### src/rtl/uart_pkg.sv
`default_nettype none
// ============================================================================
// Module      : uart_pkg
// Description : Shared UART types and constants for the rx/tx pair.
// Revision    : 1.0 - initial release
// ============================================================================
package uart_pkg;

    localparam int DATA_BITS = 8;

    typedef enum logic [1:0] {
        IDLE  = 2'd0,
        START = 2'd1,
        DATA  = 2'd2,
        STOP  = 2'd3
    } uart_state_t;

    // Counter width for a bit-period counter; never narrower than one bit.
    function automatic int cnt_width(input int clks);
        return (clks > 1) ? $clog2(clks) : 1;
    endfunction

endpackage
`default_nettype wire

### src/rtl/uart_rx_sync.sv
`default_nettype none
// ============================================================================
// Module      : uart_rx_sync
// Description : Two-flop synchroniser for an idle-high asynchronous line.
// Revision    : 1.0 - initial release
// ============================================================================
module uart_rx_sync (
    input  logic clk,
    input  logic reset_n,
    input  logic i_async,
    output logic o_sync
);

    logic r_meta;
    logic r_sync;

    // Reset to the idle level so a reset never looks like a start edge.
    always_ff @(posedge clk) begin
        if (!reset_n) begin
            r_meta <= 1'b1;
            r_sync <= 1'b1;
        end else begin
            r_meta <= i_async;
            r_sync <= r_meta;
        end
    end

    assign o_sync = r_sync;

endmodule
`default_nettype wire

### src/rtl/uart_rx.sv
`default_nettype none
// ============================================================================
// Module      : uart_rx
// Description : 8N1 UART receiver with mid-bit sampling and framing check.
// Revision    : 1.0 - initial release
// ============================================================================
module uart_rx
    import uart_pkg::*;
#(
    parameter int CLKS_PER_BIT = 16
) (
    input  logic                 clk,
    input  logic                 reset_n,
    input  logic                 rx,
    output logic [DATA_BITS-1:0] data_out,
    output logic                 data_valid,
    output logic                 frame_err,
    output logic                 busy
);

    localparam int                 c_CNT_W    = cnt_width(CLKS_PER_BIT);
    localparam int                 c_IDX_W    = $clog2(DATA_BITS);
    localparam logic [c_CNT_W-1:0] c_HALF     = c_CNT_W'((CLKS_PER_BIT - 1) / 2);
    localparam logic [c_CNT_W-1:0] c_LAST     = c_CNT_W'(CLKS_PER_BIT - 1);
    localparam logic [c_CNT_W-1:0] c_CNT_ONE  = c_CNT_W'(1);
    localparam logic [c_IDX_W-1:0] c_IDX_LAST = c_IDX_W'(DATA_BITS - 1);
    localparam logic [c_IDX_W-1:0] c_IDX_ONE  = c_IDX_W'(1);

    logic                 w_rx_s;

    uart_state_t          r_state;
    uart_state_t          w_state_nxt;
    logic [c_CNT_W-1:0]   r_cnt;
    logic [c_CNT_W-1:0]   w_cnt_nxt;
    logic [c_IDX_W-1:0]   r_idx;
    logic [c_IDX_W-1:0]   w_idx_nxt;
    logic [DATA_BITS-1:0] r_shift;
    logic [DATA_BITS-1:0] w_shift_nxt;
    logic [DATA_BITS-1:0] r_dout;
    logic [DATA_BITS-1:0] w_dout_nxt;
    logic                 r_valid;
    logic                 w_valid_nxt;
    logic                 r_ferr;
    logic                 w_ferr_nxt;
    logic                 r_busy;

    uart_rx_sync u_sync (
        .clk     (clk),
        .reset_n (reset_n),
        .i_async (rx),
        .o_sync  (w_rx_s)
    );

    always_comb begin
        w_state_nxt = r_state;
        w_cnt_nxt   = r_cnt;
        w_idx_nxt   = r_idx;
        w_shift_nxt = r_shift;
        w_dout_nxt  = r_dout;
        w_valid_nxt = 1'b0;
        w_ferr_nxt  = 1'b0;

        case (r_state)
            IDLE: begin
                if (!w_rx_s) begin
                    w_state_nxt = START;
                    w_cnt_nxt   = '0;
                end
            end

            // Re-check the line half a bit in; a short low pulse is dropped silently.
            START: begin
                if (r_cnt != c_HALF) begin
                    w_cnt_nxt = r_cnt + c_CNT_ONE;
                end else if (!w_rx_s) begin
                    w_state_nxt = DATA;
                    w_cnt_nxt   = '0;
                    w_idx_nxt   = '0;
                end else begin
                    w_state_nxt = IDLE;
                end
            end

            DATA: begin
                if (r_cnt != c_LAST) begin
                    w_cnt_nxt = r_cnt + c_CNT_ONE;
                end else begin
                    w_shift_nxt[r_idx] = w_rx_s;
                    w_cnt_nxt          = '0;
                    if (r_idx == c_IDX_LAST) begin
                        w_state_nxt = STOP;
                    end else begin
                        w_idx_nxt = r_idx + c_IDX_ONE;
                    end
                end
            end

            // Leave at mid-stop so a following start edge is not missed.
            STOP: begin
                if (r_cnt != c_LAST) begin
                    w_cnt_nxt = r_cnt + c_CNT_ONE;
                end else begin
                    w_state_nxt = IDLE;
                    w_cnt_nxt   = '0;
                    if (w_rx_s) begin
                        w_dout_nxt  = r_shift;
                        w_valid_nxt = 1'b1;
                    end else begin
                        w_ferr_nxt  = 1'b1;
                    end
                end
            end

            default: begin
                w_state_nxt = IDLE;
            end
        endcase
    end

    always_ff @(posedge clk) begin
        if (!reset_n) begin
            r_state <= IDLE;
            r_cnt   <= '0;
            r_idx   <= '0;
            r_shift <= '0;
            r_dout  <= '0;
            r_valid <= 1'b0;
            r_ferr  <= 1'b0;
            r_busy  <= 1'b0;
        end else begin
            r_state <= w_state_nxt;
            r_cnt   <= w_cnt_nxt;
            r_idx   <= w_idx_nxt;
            r_shift <= w_shift_nxt;
            r_dout  <= w_dout_nxt;
            r_valid <= w_valid_nxt;
            r_ferr  <= w_ferr_nxt;
            r_busy  <= (w_state_nxt != IDLE);
        end
    end

    assign data_out   = r_dout;
    assign data_valid = r_valid;
    assign frame_err  = r_ferr;
    assign busy       = r_busy;

endmodule
`default_nettype wire

### config.mk
export PLATFORM = sky130hd
export DESIGN_NAME = uart_rx
export DESIGN_NICKNAME = d
export VERILOG_FILES = /design/src/rtl/uart_pkg.sv /design/src/rtl/uart_rx_sync.sv /design/src/rtl/uart_rx.sv
export SDC_FILE = /design/constraint.sdc
export NUM_CORES = 1
export LEC_CHECK = 0
export CAP_MARGIN = 15
export CORE_MARGIN = 5
export CORE_UTILIZATION = 45
export CTS_BUF_LIST = sky130_fd_sc_hd__clkbuf_8
export DETAILED_ROUTE_END_ITERATION = 10
export GPL_TIMING_DRIVEN = 0
export PLACE_DENSITY = 0.65
export SYNTH_ARGS = -nofsm -noshare
export SYNTH_HDL_FRONTEND = slang
export SYNTH_SLANG_ARGS = --single-unit
### constraint.sdc
create_clock -name clk -period 2.73 [get_ports clk]
set_input_delay 0.6825 -clock clk [delete_from_list [all_inputs] [get_ports clk]]
set_output_delay 0.6825 -clock clk [all_outputs]
set_load 0.02 [all_outputs]
==> results of run 1 <==
-- cells in the final DEF (no fill, tap or decap), types with 2 or more instances in the layout --
cell type        Yosys  final
a21oi_1              7      7
a31oi_1              2      2
buf_2                5      5
buf_4                2      2
buf_6                2      2
bufinv_16            0      2
clkbuf_1             3      3
clkbuf_8             0      6
clkdlybuf4s50_1      0     12
dfxtp_1             30     30
ha_1                 3      3
inv_1                4      4
mux2i_1              7      7
nand2_1             14     14
nand2b_1             2      2
nand3_1             21     21
nand3b_1             2      2
nand4_1              6      6
nor2_1               8      8
nor3_1               3      3
nor3b_1              2      2
nor4_2               2      2
o21ai_0              9      9
o21ai_2              8      8
-- per-layer routing --
layer | GRT usage [%] | wire length [µm] | vias to the layer above
met5 | 0 | 0 | -
met4 | 4.40 | 57 | 0
met3 | 4.93 | 147 | 9
met2 | 25.7 | 1350 | 26
met1 | 20.9 | 1390 | 583
li1 | - | - | 595
-- area by class of cell --
cell class	count	area (µm²)	area share (%)
Buffer	13	77.6	4.51
Clock buffer	6	82.6	4.80
Clock inverter	2	60.1	3.49
Inverter	4	15.0	0.872
Multi-Input combinational cell	109	711	41.3
Sequential cell	30	601	34.9
Tap cell	44	55.1	3.20
Timing Repair Buffer	12	120	6.98
-- cell usage after synthesis, types with 3 or more instances --
cell,instances,area (µm²)
o21ai_0,9,45.0
nand2_1,14,52.6
a21oi_1,7,35.0
nand3_1,21,105
inv_1,4,15.0
mux2i_1,7,70.1
nor3_1,3,15.0
buf_2,5,25.0
o21ai_2,8,70.1
dfxtp_1,30,601
nand4_1,6,37.5
ha_1,3,37.5
clkbuf_1,3,11.3
nor2_1,8,30.0
-- power by group --
group | total [µW] | switching, µW | leakage [µW] | internal, µW
registers | 446 | 4.39 | 0.000242 | 442
logic | 33.9 | 23.5 | 0.000347 | 10.4
clock network | 560 | 171 | 0.0000714 | 389
total | 1040 | 199 | 0.000661 | 841
-- registers in the layout, summed over array words and instances (netlist names) --
signal / count
r_cnt: 4
u_sync.r_meta: 1
r_idx: 3
data_valid: 1
u_sync.o_sync: 1
busy: 1
r_state: 2
data_out: 8
r_shift: 8
frame_err: 1
-- final timing paths --
kind	to	slack, ns	cells past startpoint	from
worst min-delay path	u_sync.o_sync	0.41	1	u_sync.r_meta
worst max register to register	data_out[6]	1.00	8	r_cnt[0]
worst max-delay path	data_out[6]	0.82	1	data_out[6]
worst min register to register	u_sync.o_sync	0.41	1	u_sync.r_meta
-- through the flow --
step	power [µW]	setup slack, ns	util, %	std cells	hold slack (ns)
floorplan	478	1.22	-	156	0.386
CTS	1040	0.812	56.9	220	0.408
finish	1040	0.823	56.9	220	0.409
detailed placement	490	1.01	52.1	212	0.392
global route	1080	0.780	56.9	220	0.441
global placement	489	1.04	52.1	212	0.394
-- cells by family (layout without fill, tap and decap cells) --
family,Yosys count,in the layout
and+or+nand+nor,67,67
buffers and inverters,17,37
DFF,30,30
AOI/OAI and AO/OA,32,32
adders and majority gates,3,3
muxes,7,7
==> qor.yml, run 1 <==
diodes: 0
drt_iter0_drc: 35
cp_max_fo: 2
cp.arrival_ns: 1.22
syn_avg_cell_area_um2: 9.00
drc: 0
cellPowerDensity_nw_per_um2: 604
h-tree-depth: 2
first_global_vias: 1208
synth_compound_area_share_pct: 15.7
clockBufferDepth: 2
startpoint_type: "flip-flop"
hold_path_class: "reg -> reg"
place.gp.congestion: 0.756
detail_route.vias_per_cell: 5.51
cts_buffers: 5
finalInstanceArea_um2: 1720
syn_inst: 156
die_h_um: 65.9
fin_crit_ns: 1.91
yosysSeqAreaShare_pct: 42.8
portBuffers: 12
worstPathRequired_ns: 2.05
maxSlewViolCount: 0
fill_cells: 270
path_delay_family: "buffers and inverters"
synth-edff-count: 0
cap_violations: 0
tightestPinTransition_ns: 0.522
synth_top_family_by_area: "simple AND/OR/NAND/NOR gates"
cts.sinks: 30
cts_setup_buffers: 0
dpl-instance-area_um2: 1580
yosys.area_share.simple_pct: 27.3
tns_ns: 0
hold_viol: 0
synthMuxAreaShare_pct: 4.99
path_class: "reg -> out"
path_cells: "clkdlybuf4s50_1"
path_clk_slew_ns: 0.07
setup_viol: 0
grt_use_total_pct: 16.1
clock_skew_ns: 0.00450
grt_max_degree: 11
antenna_left: 0
slowest_delay_ns: 0.60
wl_mm: 2.94
synthArstFlopShare_pct: 0
synth_area_um2: 1400
cts_resized: 0
grt_pass1_wl_mm: 5.43
die_w_um: 65.9
fin_crit_sh_pct: 69.9
synth_flop_cell: "dfxtp_1"
fmax_mhz: 524
p_leak_uw: 0.000661
synth_xor_area_share_pct: 0
rsz0062_at_grt: "false"
fin_nets: 181
maxSlewHeadroom_pct: 65.2
initial_core_util_pct: 46.4
rows: 20
yosys_warnings: 0
slowest_stage: "clkdlybuf4s50_1"
area_growth_pct: 22.6
dieArea_um2: 4340
drive_gt1_share_pct: 19.3
wl_per_cell_um: 13.4
worstSetupEndpointType: "output pin"
coreArea_um2: 3030
vias: 1213
firstDrtPassIters: 4
syn_nets: 162
antenna_found_initial: 0
clock_latency_ns: 0.28
ir_drop_mv: 0.374
root_buffer: "clkbuf_8"
cts_tree: "built"
ys_types: 35
holdBufCountCts: 0
grt_overflow_total: 0
dp_hpwl_mm: 2.12
num_io_pins: 14
synth_adder_area_share_pct: 2.67
cp_num_buf_inv: 1
ys_ff_latch: 30
status: "finished, final reports clean"
No activity file was read; power rests on OpenSTA's default activity.
==> inputs of run 2 (changes only) <==
- clock period: 2.73 -> 1.8 ns (I/O delays scaled with it)
==> qor.yml, run 2 (synthesis gave the netlist of run 1 again) <==
setup_viol: 0  # unchanged
p_leak_uw: 0.000662  # about the same
antenna_found_initial: 0  # unchanged
tns_ns: 0  # unchanged
cts_setup_buffers: 0  # unchanged
diodes: 0  # unchanged
place.gp.congestion: 0.756  # unchanged
slowest_stage: "clkdlybuf4s50_1"
fmax_mhz: 597
cp.arrival_ns: 1.22  # about the same
r2r_slack_ns: 0.13  # -0.87 ns
clock_latency_ns: 0.28  # about the same
antenna_left: 0  # unchanged
path_cells: "clkdlybuf4s50_1"
wl_mm: 2.94  # unchanged
cts_buffers: 5  # unchanged
fin_crit_sh_pct: 93.0
path_delay_family: "buffers and inverters"
worstPathRequired_ns: 1.35  # -0.70 ns
tightestPinTransition_ns: 0.522  # unchanged
drive_gt1_share_pct: 19.9  # +0.57 points
hold_ws_ns: 0.409  # unchanged
grt_pass1_wl_mm: 5.43  # unchanged
initial_core_util_pct: 46.4  # unchanged
fin_nets: 181  # unchanged
hold_viol: 0  # unchanged
rows: 20  # unchanged
clockPowerShare_pct: 53.8  # about the same
netSwitchingFraction_pct: 19.1  # about the same
timing.rr.start: "r_cnt[1]"
hold_path_class: "reg -> reg"
ff_latch_area_um2: 602  # +0.21%
rsz0062_at_grt: "false"
clockBufferDepth: 2  # unchanged
hold_depth: 1  # unchanged
cellPowerDensity_nw_per_um2: 916  # +52%
maxSlewViolCount: 0  # unchanged
p_seq_share_pct: 42.9  # about the same
portBuffers: 12  # unchanged
mostFrequentLayoutCell: "dfxtp_1"
final_cell_mix: "dfxtp_1, nand3_1, nand2_1, clkdlybuf4s50_1, o21ai_0"
hp-start: "u_sync.r_meta"
grt_max_degree: 11  # unchanged
path_class: "reg -> out"
cap_violations: 0  # unchanged
num_io_pins: 14  # unchanged
maxSlewHeadroom_pct: 65.2  # unchanged
die_h_um: 65.9  # unchanged
coreArea_um2: 3030  # unchanged
detail_route.vias_per_cell: 5.51  # unchanged
cp_max_fo: 2  # unchanged
status: "finished, final reports clean"
root_buffer: "clkbuf_8"
die_w_um: 65.9  # unchanged
fin_crit_ns: 1.67
wl_per_cell_um: 13.4  # unchanged
grt_overflow_total: 0  # unchanged
multi_input_area_um2: 711  # unchanged
grt_use_total_pct: 16.1  # unchanged
p_int_uw: 1280  # +52%
worstSetupEndpointType: "output pin"
ir_drop_mv: 0.568  # +52%
hold_end: "u_sync.o_sync"
cts_tree: "built"
area_growth_pct: 22.7  # about the same
fill_cells: 270  # unchanged
firstDrtPassIters: 4  # unchanged
dieArea_um2: 4340  # unchanged
drc: 0  # unchanged
switching_power_uw: 302  # +52%
cts.sinks: 30  # unchanged
cp_num_buf_inv: 1  # unchanged
vias: 1213  # unchanged
startpoint_type: "flip-flop"
h-tree-depth: 2  # unchanged
timing.rr.end: "data_out[6]"
comb_power_share_pct: 3.3  # about the same
r2r.worst_path.cells: 8  # unchanged
dp_hpwl_mm: 2.12  # unchanged
drt_iter0_drc: 35  # unchanged
path_clk_slew_ns: 0.07  # about the same
first_global_vias: 1208  # unchanged
clock_skew_ns: 0.00450  # unchanged
slowest_delay_ns: 0.60  # about the same
## run 2: cell counts in the layout (fill, tap and decap cells not counted)
Identical to the previous run, type by type.
## run 2: metrics by stage
| stage | total power [µW] | setup WS [ns] | std cells | utilization, % | instance area [µm²] |
|---|---|---|---|---|---|
| finish | 1580 | 0.125 | 220 | 56.9 | 1720 |
| global route | 1630 | 0.0485 | 220 | 56.9 | 1720 |
| global placement | 741 | 0.129 | 212 | 52.1 | 1580 |
| detailed placement | 743 | 0.0964 | 212 | 52.1 | 1580 |
| floorplan | 725 | 0.285 | 156 | - | 1400 |
| CTS | 1580 | 0.0874 | 220 | 56.9 | 1720 |
## run 2: worst max-delay path by stage
stage	start	end	cells past startpoint	slack, ns
floorplan	r_cnt[0]	data_out[6]	8	0.29
global placement	r_cnt[0]	data_out[6]	8	0.13
detailed placement	r_cnt[0]	data_out[6]	8	0.1
CTS	r_cnt[0]	data_out[6]	8	0.09
global route	r_cnt[1]	data_out[6]	8	0.05
finish	data_out[6]	data_out[6]	1	0.13
## run 2: layout make-up
class | count | area share (%)
plain buffers | 13 | 4.50
clock buffers | 6 | 4.79
clock inverters | 2 | 3.49
inverters | 4 | 0.871
multi-input cells | 109 | 41.2
flip-flops and latches | 30 | 34.9
well taps | 44 | 3.20
repair buffers | 12 | 6.97
## run 2: power by group through the flow
stage | Combinational [µW] | Sequential (µW) | Clock (µW)
6_report | 51.5 | 677 | 850
5_1_grt | 58.1 | 677 | 898
2_1_floorplan | 33.5 | 692 | 0
3_3_place_gp | 50.2 | 691 | 0
4_1_cts | 51.5 | 676 | 855
3_5_place_dp | 51.3 | 691 | 0
## run 2: metal layers
metal / track usage [%] / wire length [µm] / vias up / part of all wire, %
li1: - / - / 595 / -
met1: 20.9 / 1390 / 583 / 47
met2: 25.7 / 1350 / 26 / 46
met3: 4.93 / 147 / 9 / 5.0
met4: 4.40 / 57 / 0 / 1.9
met5: 0 / 0 / - / 0
## run 2: what timing repair did
action | in CTS | in global routing
resized for setup | 0 | 1
hold buffers | 0 | 0
setup endpoints to repair | 0 | 2
